### src/rtl/mode_ctrl.sv
// Clock-setting mode controller: RUN / SET_HR / SET_MIN / ALARM_HR.
// Optional idle timeout back to RUN is built when MODE_CTRL_TIMEOUT_EN is defined.
module mode_ctrl #(
    parameter int TIMEOUT_CYCLES = 1000
) (
    input  logic       clk,
    input  logic       rst,
    input  logic       key_mode,
    input  logic       key_sel,
    input  logic       key_inc,
    input  logic       key_alarm,
    input  logic [3:0] hr_high_timing,
    input  logic [3:0] hr_low_timing,
    input  logic [3:0] min_high_timing,
    input  logic [3:0] min_low_timing,
    output logic       mode,
    output logic       alarm_set,
    output logic [3:0] hr_high_setting,
    output logic [3:0] hr_low_setting,
    output logic [3:0] min_high_setting,
    output logic [3:0] min_low_setting,
    output logic [3:0] hr_high_alarm,
    output logic [3:0] hr_low_alarm,
    output logic       load_time,
    output logic [1:0] edit_field
);

    typedef enum logic [1:0] {RUN, SET_HR, SET_MIN, ALARM_HR} state_t;

    state_t     state;
    logic [3:0] keys;
    logic [3:0] key_q;
    logic [3:0] press;
    logic       p_mode;
    logic       p_alarm;
    logic       p_sel;
    logic       p_inc;
    logic       timeout;

    function automatic logic [7:0] hour_inc(input logic [7:0] h);
        logic [7:0] r;
        if (h == 8'h23)
            r = 8'h00;
        else if (h[3:0] == 4'd9)
            r = {h[7:4] + 4'd1, 4'd0};
        else
            r = {h[7:4], h[3:0] + 4'd1};
        return r;
    endfunction

    function automatic logic [7:0] minute_inc(input logic [7:0] m);
        logic [7:0] r;
        if (m == 8'h59)
            r = 8'h00;
        else if (m[3:0] == 4'd9)
            r = {m[7:4] + 4'd1, 4'd0};
        else
            r = {m[7:4], m[3:0] + 4'd1};
        return r;
    endfunction

    // Display controls per state: {mode, alarm_set, edit_field}.
    function automatic logic [3:0] view(input state_t s);
        logic [3:0] r;
        unique case (s)
            RUN:      r = 4'b1000;
            SET_HR:   r = 4'b0001;
            SET_MIN:  r = 4'b0010;
            ALARM_HR: r = 4'b1111;
        endcase
        return r;
    endfunction

    // Rising-edge detect on all keys, then keep only the highest-priority press.
    always_comb begin
        keys    = {key_mode, key_alarm, key_sel, key_inc};
        press   = keys & ~key_q;
        p_mode  = press[3];
        p_alarm = press[2] & ~press[3];
        p_sel   = press[1] & ~(|press[3:2]);
        p_inc   = press[0] & ~(|press[3:1]);
    end

`ifdef MODE_CTRL_TIMEOUT_EN
    localparam int CW = $clog2(TIMEOUT_CYCLES + 1);

    logic [CW-1:0] idle_cnt;

    // Timeout fires on the idle cycle that would complete TIMEOUT_CYCLES.
    always_comb begin
        timeout = (state != RUN) && (press == 4'd0)
                  && (idle_cnt == CW'(TIMEOUT_CYCLES - 1));
    end

    // Idle counter: restarts on any press and on every state entry.
    always_ff @(posedge clk) begin
        if (rst || state == RUN || (|press) || timeout)
            idle_cnt <= '0;
        else
            idle_cnt <= idle_cnt + CW'(1);
    end
`else
    // No idle counter; the comparison below is constant false.
    always_comb begin
        timeout = (TIMEOUT_CYCLES < 0);
    end
`endif

    // Mode FSM with registered display controls and edit registers.
    always_ff @(posedge clk) begin
        if (rst) begin
            state     <= RUN;
            {mode, alarm_set, edit_field} <= view(RUN);
            load_time <= 1'b0;
            key_q     <= 4'hF;
            {hr_high_setting, hr_low_setting}   <= 8'h00;
            {min_high_setting, min_low_setting} <= 8'h00;
            {hr_high_alarm, hr_low_alarm}       <= 8'h00;
        end else begin
            key_q     <= keys;
            load_time <= 1'b0;
            unique case (state)
                RUN: begin
                    if (p_mode) begin
                        state <= SET_HR;
                        {mode, alarm_set, edit_field} <= view(SET_HR);
                        {hr_high_setting, hr_low_setting} <=
                            {hr_high_timing, hr_low_timing};
                        {min_high_setting, min_low_setting} <=
                            {min_high_timing, min_low_timing};
                    end else if (p_alarm) begin
                        state <= ALARM_HR;
                        {mode, alarm_set, edit_field} <= view(ALARM_HR);
                    end
                end
                SET_HR: begin
                    if (p_mode) begin
                        state     <= RUN;
                        load_time <= 1'b1;
                        {mode, alarm_set, edit_field} <= view(RUN);
                    end else if (p_sel) begin
                        state <= SET_MIN;
                        {mode, alarm_set, edit_field} <= view(SET_MIN);
                    end else if (p_inc) begin
                        {hr_high_setting, hr_low_setting} <=
                            hour_inc({hr_high_setting, hr_low_setting});
                    end else if (timeout) begin
                        state <= RUN;
                        {mode, alarm_set, edit_field} <= view(RUN);
                    end
                end
                SET_MIN: begin
                    if (p_mode) begin
                        state     <= RUN;
                        load_time <= 1'b1;
                        {mode, alarm_set, edit_field} <= view(RUN);
                    end else if (p_sel) begin
                        state <= SET_HR;
                        {mode, alarm_set, edit_field} <= view(SET_HR);
                    end else if (p_inc) begin
                        {min_high_setting, min_low_setting} <=
                            minute_inc({min_high_setting, min_low_setting});
                    end else if (timeout) begin
                        state <= RUN;
                        {mode, alarm_set, edit_field} <= view(RUN);
                    end
                end
                ALARM_HR: begin
                    if (p_mode || p_alarm) begin
                        state <= RUN;
                        {mode, alarm_set, edit_field} <= view(RUN);
                    end else if (p_inc) begin
                        {hr_high_alarm, hr_low_alarm} <=
                            hour_inc({hr_high_alarm, hr_low_alarm});
                    end else if (timeout) begin
                        state <= RUN;
                        {mode, alarm_set, edit_field} <= view(RUN);
                    end
                end
            endcase
        end
    end

endmodule

### config.mk
export PLATFORM = sky130hd
export DESIGN_NAME = mode_ctrl
export DESIGN_NICKNAME = d
export VERILOG_FILES = /design/src/rtl/mode_ctrl.sv
export SDC_FILE = /design/constraint.sdc
export NUM_CORES = 1
export LEC_CHECK = 0
export ABC_AREA = 1
export BUFFER_PORTS_ARGS = -buffer_cell sky130_fd_sc_hd__buf_2
export CAP_MARGIN = 20
export CELL_PAD_IN_SITES_DETAIL_PLACEMENT = 0
export CELL_PAD_IN_SITES_GLOBAL_PLACEMENT = 2
export CORE_ASPECT_RATIO = 1.1
export CORE_MARGIN = 1.5
export CORE_UTILIZATION = 29
export DETAILED_ROUTE_END_ITERATION = 16
export PLACE_DENSITY = 0.82
export SLEW_MARGIN = 10
export SYNTH_ARGS = -nofsm -noshare
export SYNTH_HDL_FRONTEND = slang
export SYNTH_SLANG_ARGS = --single-unit
### constraint.sdc
create_clock -name clk -period 1.8 [get_ports clk]
set_clock_uncertainty 0.15 [all_clocks]
set_input_delay 0.27 -clock clk [delete_from_list [all_inputs] [get_ports clk]]
set_output_delay 0.27 -clock clk [all_outputs]
set_load 0.05 [all_outputs]
==> results.md, run 1 <==
- Clk pwr share: 13.9%
- Worst Path Required: 1840 ps
- Row count: 33
- Syn_nets: 346
- Die H: 94.0 µm
- Sw frac: 53.5%
- Final Cycle Share: 91.6%
- Placed Cells: 446
- Worst-path cell chain: inv_1 > ha_1 > inv_4 > nor2_1 > nand2_2 > nand2_4 > nor2_8 > nand2_1 > nand2_1 > nor2_2
- Sequential cell area: 672 µm²
- Post-Layout Cell Count: 454
- Fillers: 822
- Max-Cap Viols: 0
- Internal power: 2.15 mW
- Crit end category: register
- CTS Root Cell: clkbuf_8
- Clock transition at path regs: 70 ps
- Combinational power share: 60.3%
- Worst hold stages: 3
- Synthesized area per cell: 7.05 µm²
- Grt ovf: 0
- Drt initial violations: 41
- Worst slew margin: 72.3%
- Worst Path Max Fanout: 9
- RSZ-0062 raised after global routing: no
- Worst VDD drop: 0.726 mV
- Final wirelength: 5.17 mm
- Horiz. Die Dim: 85.8 µm
- Final min period: 1650 ps
- I/O Pins: 51
- Via density per instance: 4.45
- ANT cells: 0
- Pwr per Cell Area: 1730 mW/mm²
- CP max stage cell: dfxtp_2
- Skew-Pair Late Insertion Delay: 290 ps
- Tightest Hold Check Type: input port to register
- Post-synthesis compound-gate area fraction: 9.68%
- Critical path's most frequent cell: nand2_1
- Min-delay src: key_sel
- CP startpoint kind: register
- Number of synthesized flops with an enable pin: 0
- Leak: 1.37 nW
- Via count of the first global-routing pass: 1928
- Proportion of layout cells with a drive suffix above 1: 29.4%
- Ys flop type: dfxtp_1
- IO buf count: 50
- Final Hold Fails: 0
- Area Overhead vs Synth: 22.1%
- DR pass1 iterations: 4
- WL/cell: 11.4 µm
- Status: complete, no violations
- Final setup TNS: 0 ps
- Post-Synth XOR/XNOR Area: 3.21%
- Mapped Cells: 310
- Fin util: 36.1%
- Initial antenna violation count: 0
- Clock sink count: 33
- Synth warn: 0
- Via count: 2021
- Largest net degree at the start of global routing: 18
- Routed Antenna Nets: 0
- Area of the mapped netlist: 0.00218 mm²
- Number of distinct library cells after synthesis: 36
- CP delay by family, top: simple AND/OR/NAND/NOR gates
- GRT Total Usage: 13.6%
- Switch Pwr: 2.47 mW
- Final total power: 4.62 mW
- Hold Worst Slack: 27.5 ps
- Post-synthesis mux area share: 0%
- Least-Margin Pin Slew: 411 ps
- Post-synthesis sequential area ratio: 30.2%
- Residual DRC count: 0
- Buf/Inv on CP: 2
- Die ar.: 0.00806 mm²
- Reg power frac: 25.8%
- Crit. path cell count: 10
- DP Wirelength: 3.97 mm
- Cts hold-fix bufs: 0
- Kind of critical path: register to register
- Initial Util: 29.6%
- Multi-input gate area: 0.00134 mm²
- R2r setup slk: 150 ps
- Routability cong.: 0.753
- CTS tree: done
- Final setup violation count: 0
- Clock buffer depth: 2
- Hold Path End: key_q[1]$_SDFF_PP1_
- First-pass GRT wire length: 8.63 mm
- Max Slew Vio Count: 0
- CP peak stage delay: 360 ps
- H-tree levels: 2
- Core area: 0.00739 mm²
- Worst R2R Path Depth: 10
- TritonCTS Buffers: 5
- Final #Nets: 402
- Post-Synth Simple-Gate Area: 40.4%
- Ys async rst share: 0%
- R2r endpoint: hr_high_setting[3]$_SDFFE_PP0P_
- Crit path DAT: 1690 ps
- Fmax: 607 MHz
- Post-Synth Adder-Cell Area: 8.02%
- Reg-to-Reg Start: state[1]$_SDFFE_PP0P_
- Largest family of logic cells by synthesized area: simple AND/OR/NAND/NOR gates
- Yosys reg bits: 33
-- layer usage --
metal	part of all wire (%)	GRT usage [%]	vias to the layer above
met5	0	0	-
li1	-	-	1083
met1	48	16.1	900
met4	0.81	4.03	0
met2	47	23.9	36
met3	4.3	3.51	2
-- worst max-delay path by stage --
stage | slack [ps] | endpoint | start
finish | 150 | hr_high_setting[3]$_SDFFE_PP0P_ | state[1]$_SDFFE_PP0P_
global placement | 140 | hr_high_setting[2]$_SDFFE_PP0P_ | state[1]$_SDFFE_PP0P_
detailed placement | 90 | hr_high_setting[3]$_SDFFE_PP0P_ | state[1]$_SDFFE_PP0P_
CTS | 90 | hr_high_setting[3]$_SDFFE_PP0P_ | state[1]$_SDFFE_PP0P_
global route | 4 | min_high_setting[2]$_SDFFE_PP0P_ | state[0]$_SDFFE_PP0P_
floorplan | 10 | hr_high_setting[2]$_SDFFE_PP0P_ | hr_high_setting[0]$_SDFFE_PP0P_
-- cell usage after synthesis (2+ instances only) --
cell	instances	area, µm²
nor2_2	3	18.8
inv_2	3	11.3
xor2_1	6	52.6
dfxtp_1	33	661
nand2_1	77	289
nor2_1	43	161
o21ai_1	3	15.0
nor3_1	2	10.0
ha_1	14	175
o21ai_2	3	26.3
nor2_4	3	33.8
nand4_1	2	12.5
xnor2_1	2	17.5
buf_4	3	22.5
o211ai_1	2	15.0
nand3_1	22	110
a22oi_1	2	15.0
o21ai_0	12	60.1
nand2_2	6	37.5
nand2_4	11	124
a21oi_1	11	55.1
or2_2	2	12.5
inv_1	32	120
-- worst register-to-register path, stage by stage, from the launching register on --
cell	delay, ps
dfxtp_2	360
inv_1	60
ha_1	250
inv_4	150
nor2_1	70
nand2_2	120
nand2_4	90
nor2_8	140
nand2_1	60
nand2_1	70
nor2_2	30
-- sequential cells by signal, summed over array words and instances, names as in the netlist --
register,cells
load_time,1
min_high_setting,4
hr_high_setting,4
mode,1
hr_low_setting,4
min_low_setting,4
alarm_set,1
hr_high_alarm,4
hr_low_alarm,4
key_q,4
state,2
-- power by group through the flow --
stage	clock (mW)	sequential, mW	combinational [mW]
global route	0.697	1.24	3.09
finish	0.641	1.19	2.79
floorplan	0	1.85	1.62
CTS	0.660	1.20	2.82
global placement	0	1.21	2.80
detailed placement	0	1.21	2.81
-- kinds of logic (layout without fill, tap and decap cells) --
kind of cell | after synthesis | after routing
AND/OR/NAND/NOR | 176 | 176
buffers and inverters | 43 | 100
AO/OA/AOI/OAI | 36 | 36
flip-flops | 33 | 33
adder cells (fa/ha/maj) | 14 | 14
XOR/XNOR | 8 | 8
-- metrics by stage --
stage          worst slack [ps]  cell area (µm²)
6_report                    151             2670
5_1_grt                    4.14             2670
4_1_cts                    88.6             2660
3_5_place_dp               94.8             2560
3_3_place_gp                141             2560
2_1_floorplan              13.5             2200
-- layout by cell type (no fill, tap or decap), types with 2 or more instances in the layout --
cell type,n
nand2_1,77
buf_2,50
nor2_1,43
inv_1,32
dfxtp_1,26
nand3_1,22
ha_1,14
nand2_4,11
o21ai_0,11
a21oi_1,11
clkbuf_8,7
nand2_2,6
xor2_1,6
dfxtp_2,6
o21ai_1,4
buf_4,4
o21ai_2,3
nor2_2,3
nor2_4,3
inv_4,2
inv_2,2
clkinv_2,2
nor3_1,2
a22oi_1,2
nand4_1,2
o211ai_1,2
or2_2,2
xnor2_1,2
-- area by class of cell --
type | instances | share of cell area (%)
tap | 87 | 4.08
multi-input combinational | 234 | 50.2
clock inverter | 1 | 0.188
inverter | 37 | 5.44
sequential | 33 | 25.2
clock buffer | 7 | 3.61
timing repair buffer | 55 | 11.3
-- repair_timing --
item / CTS / global route
endpoints found under the setup margin: 0 / 3
buffers inserted: 0 / 0
resized for setup: 0 / 2
Note: power is estimated with default switching activity, not from simulation.
==> inputs of run 2 (changes only) <==
--- a/config.mk
+++ b/config.mk
@@ -15,6 +15,7 @@
 export CORE_UTILIZATION = 29
 export DETAILED_ROUTE_END_ITERATION = 16
 export PLACE_DENSITY = 0.82
+export RECOVER_POWER = 100
 export SLEW_MARGIN = 10
 export SYNTH_ARGS = -nofsm -noshare
 export SYNTH_HDL_FRONTEND = slang
==> results.md, run 2 (same netlist as run 1, synthesis figures left out) <==
- Tightest Hold Check Type: input port to register (unchanged)
- Fmax: 602 MHz (was 607 MHz)
- Initial Util: 29.6% (unchanged)
- Routability cong.: 0.753 (unchanged)
- Pwr per Cell Area: 1750 mW/mm² (was 1730 mW/mm²)
- WL/cell: 11.4 µm (about the same)
- M2 GR Usage: 23.9% (unchanged)
- CP max stage cell: dfxtp_1 (was dfxtp_2)
- Residual DRC count: 0 (unchanged)
- DR pass1 iterations: 4 (unchanged)
- Largest net degree at the start of global routing: 18 (unchanged)
- Status: complete, no violations (unchanged)
- Post-route cell area: 0.00263 mm² (was 0.00267 mm²)
- Die H: 94.0 µm (unchanged)
- Leak: 1.26 nW (was 1.37 nW)
- Routed Antenna Nets: 0 (unchanged)
- GRT Total Usage: 13.6% (unchanged)
- Initial antenna violation count: 0 (unchanged)
- Gr busiest metal: met2 (unchanged)
- CP startpoint kind: register (unchanged)
- Via density per instance: 4.46 (was 4.45)
- DP Wirelength: 3.97 mm (unchanged)
- R2r setup slk: 140 ps (was 150 ps)
- Crit path DAT: 1690 ps (about the same)
- CTS tree: done (unchanged)
- Row count: 33 (unchanged)
- Drt initial violations: 38 (was 41)
- Reg power frac: 26.1% (was 25.8%)
- Worst VDD drop: 0.710 mV (was 0.726 mV)
- Crit path from: hr_low_alarm[0]$_SDFFE_PP0P_ (was state[1]$_SDFFE_PP0P_)
- Final setup violation count: 0 (unchanged)
- Hold Worst Slack: 27.6 ps (was 27.5 ps)
- Final Hold Fails: 0 (unchanged)
- Cts hold-fix bufs: 0 (unchanged)
- Worst slew margin: 57.6% (was 72.3%)
- Worst Path Max Fanout: 5 (was 9)
- Final #Nets: 402 (unchanged)
- Buf/Inv on CP: 0 (was 2)
- Placement Cell Area: 0.00256 mm² (unchanged)
- Via count: 2026 (was 2021)
- GRT met3 Usage: 3.51% (unchanged)
- Kind of critical path: register to register (unchanged)
- I/O Pins: 51 (unchanged)
- Proportion of layout cells with a drive suffix above 1: 22.1% (was 29.4%)
- Combinational power share: 59.9% (was 60.3%)
- Die ar.: 0.00806 mm² (unchanged)
- First-pass GRT wire length: 8.63 mm (unchanged)
- Most frequent cells in the layout: 77 x nand2_1, 43 x nor2_1, 32 x inv_1 (was 77 x nand2_1, 50 x buf_2, 43 x nor2_1)
- Skew-Pair Late Insertion Delay: 290 ps (about the same)
- Final Cycle Share: 92.3% (was 91.6%)
- CP delay by family, top: compound AO/OA/AOI/OAI gates (was simple AND/OR/NAND/NOR gates)
- Clock transition at path regs: 70 ps (about the same)
- Clk pwr share: 13.9% (about the same)
- Grt ovf: 0 (unchanged)
- Worst Path Required: 1830 ps (was 1840 ps)
- Crit end category: register (unchanged)
- Clock sink count: 33 (unchanged)
- Global Route met1 Usage: 16.1% (unchanged)
- Least-Margin Pin Slew: 639 ps (was 411 ps)
- H-tree levels: 2 (unchanged)
- Horiz. Die Dim: 85.8 µm (unchanged)
- Critical path's most frequent cell: o21ai_0 (was nand2_1)
- Fillers: 837 (was 822)
- Final wirelength: 5.16 mm (was 5.17 mm)
- Core area: 0.00739 mm² (unchanged)
- Clock buffer depth: 2 (unchanged)
- Sw frac: 54.1% (was 53.5%)
- ANT cells: 0 (unchanged)
- Internal power: 2.11 mW (was 2.15 mW)
- CTS Root Cell: clkbuf_8 (unchanged)
- Max-Cap Viols: 0 (unchanged)
- IO buf count: 50 (unchanged)
- Most common cell after layout, fill and taps aside: nand2_1 (unchanged)
- Max Slew Vio Count: 0 (unchanged)
- Worst-path cell chain: ha_1 > nand3_1 > o21ai_0 > nand2_4 > o21ai_0 > nor2_1 (was inv_1 > ha_1 > inv_4 > nor2_1 > nand2_2 > nand2_4 > nor2_8 > nand2_1 > nand2_1 > nor2_2)
- TritonCTS Buffers: 5 (unchanged)
- Reg-to-Reg Start: hr_low_alarm[0]$_SDFFE_PP0P_ (was state[1]$_SDFFE_PP0P_)
- Via count of the first global-routing pass: 1928 (unchanged)
- Final min period: 1660 ps (was 1650 ps)
- Min-delay src: key_sel (unchanged)
- Final setup TNS: 0 ps (unchanged)
- Area Overhead vs Synth: 20.2% (was 22.1%)
- RSZ-0062 raised after global routing: no (unchanged)
- Switch Pwr: 2.48 mW (was 2.47 mW)
- CP peak stage delay: 420 ps (was 360 ps)
-- run 2: layout make-up --
type | count | area [µm²] | share of cell area [%]
tap | 87 | 109 | 4.14
timing repair buffer | 55 | 267 | 10.1
sequential | 33 | 671 | 25.5
clock inverter | 1 | 5.00 | 0.191
clock buffer | 7 | 96.3 | 3.67
multi-input combinational | 234 | 1330 | 50.8
inverter | 37 | 145 | 5.53
-- run 2: path summary, 6_finish.rpt --
path	cells past startpoint	end
worst min register to register	2	alarm_set$_SDFFE_PP0P_
worst max-delay path	6	hr_high_alarm[2]$_SDFFE_PP0P_
worst min-delay path	3	key_q[1]$_SDFF_PP1_
worst max register to register	6	hr_high_alarm[2]$_SDFFE_PP0P_
-- run 2: power groups by stage --
stage / clock, mW / sequential, mW / combinational [mW]
after floorplan: 0 / 1.85 / 1.62
after global routing: 0.697 / 1.25 / 3.05
after global placement: 0 / 1.21 / 2.80
after detailed placement: 0 / 1.21 / 2.81
final: 0.639 / 1.20 / 2.75
after CTS: 0.660 / 1.20 / 2.82
-- run 2: worst register-to-register path, delay by kind of cell (launching register included) --
family	cells	cell delay, ps
AO/OA/AOI/OAI	2	510
flip-flops	1	420
AND/OR/NAND/NOR	3	260
adder cells (fa/ha/maj)	1	220
-- run 2: repair_timing --
action	CTS	global route
endpoints found under the hold margin	0	0
buffers inserted	0	0
resized for setup	0	2
setup endpoints to repair	0	3
-- run 2: per-layer routing --
layer  vias to the layer above  wire [µm]
met1                       903       2490
met5                         -          0
met3                         2        227
li1                       1085          -
met2                        36       2400
met4                         0         42
-- run 2: metrics by stage --
step / total power, mW / worst slack (ps) / cells / util (%)
finish: 4.59 / 139 / 454 / 35.5
global route: 4.99 / 3.14 / 454 / 35.5
CTS: 4.68 / 88.6 / 454 / 36.0
detailed placement: 4.02 / 94.8 / 446 / 34.7
global placement: 4.01 / 141 / 446 / 34.7
floorplan: 3.47 / 13.5 / 310 / -
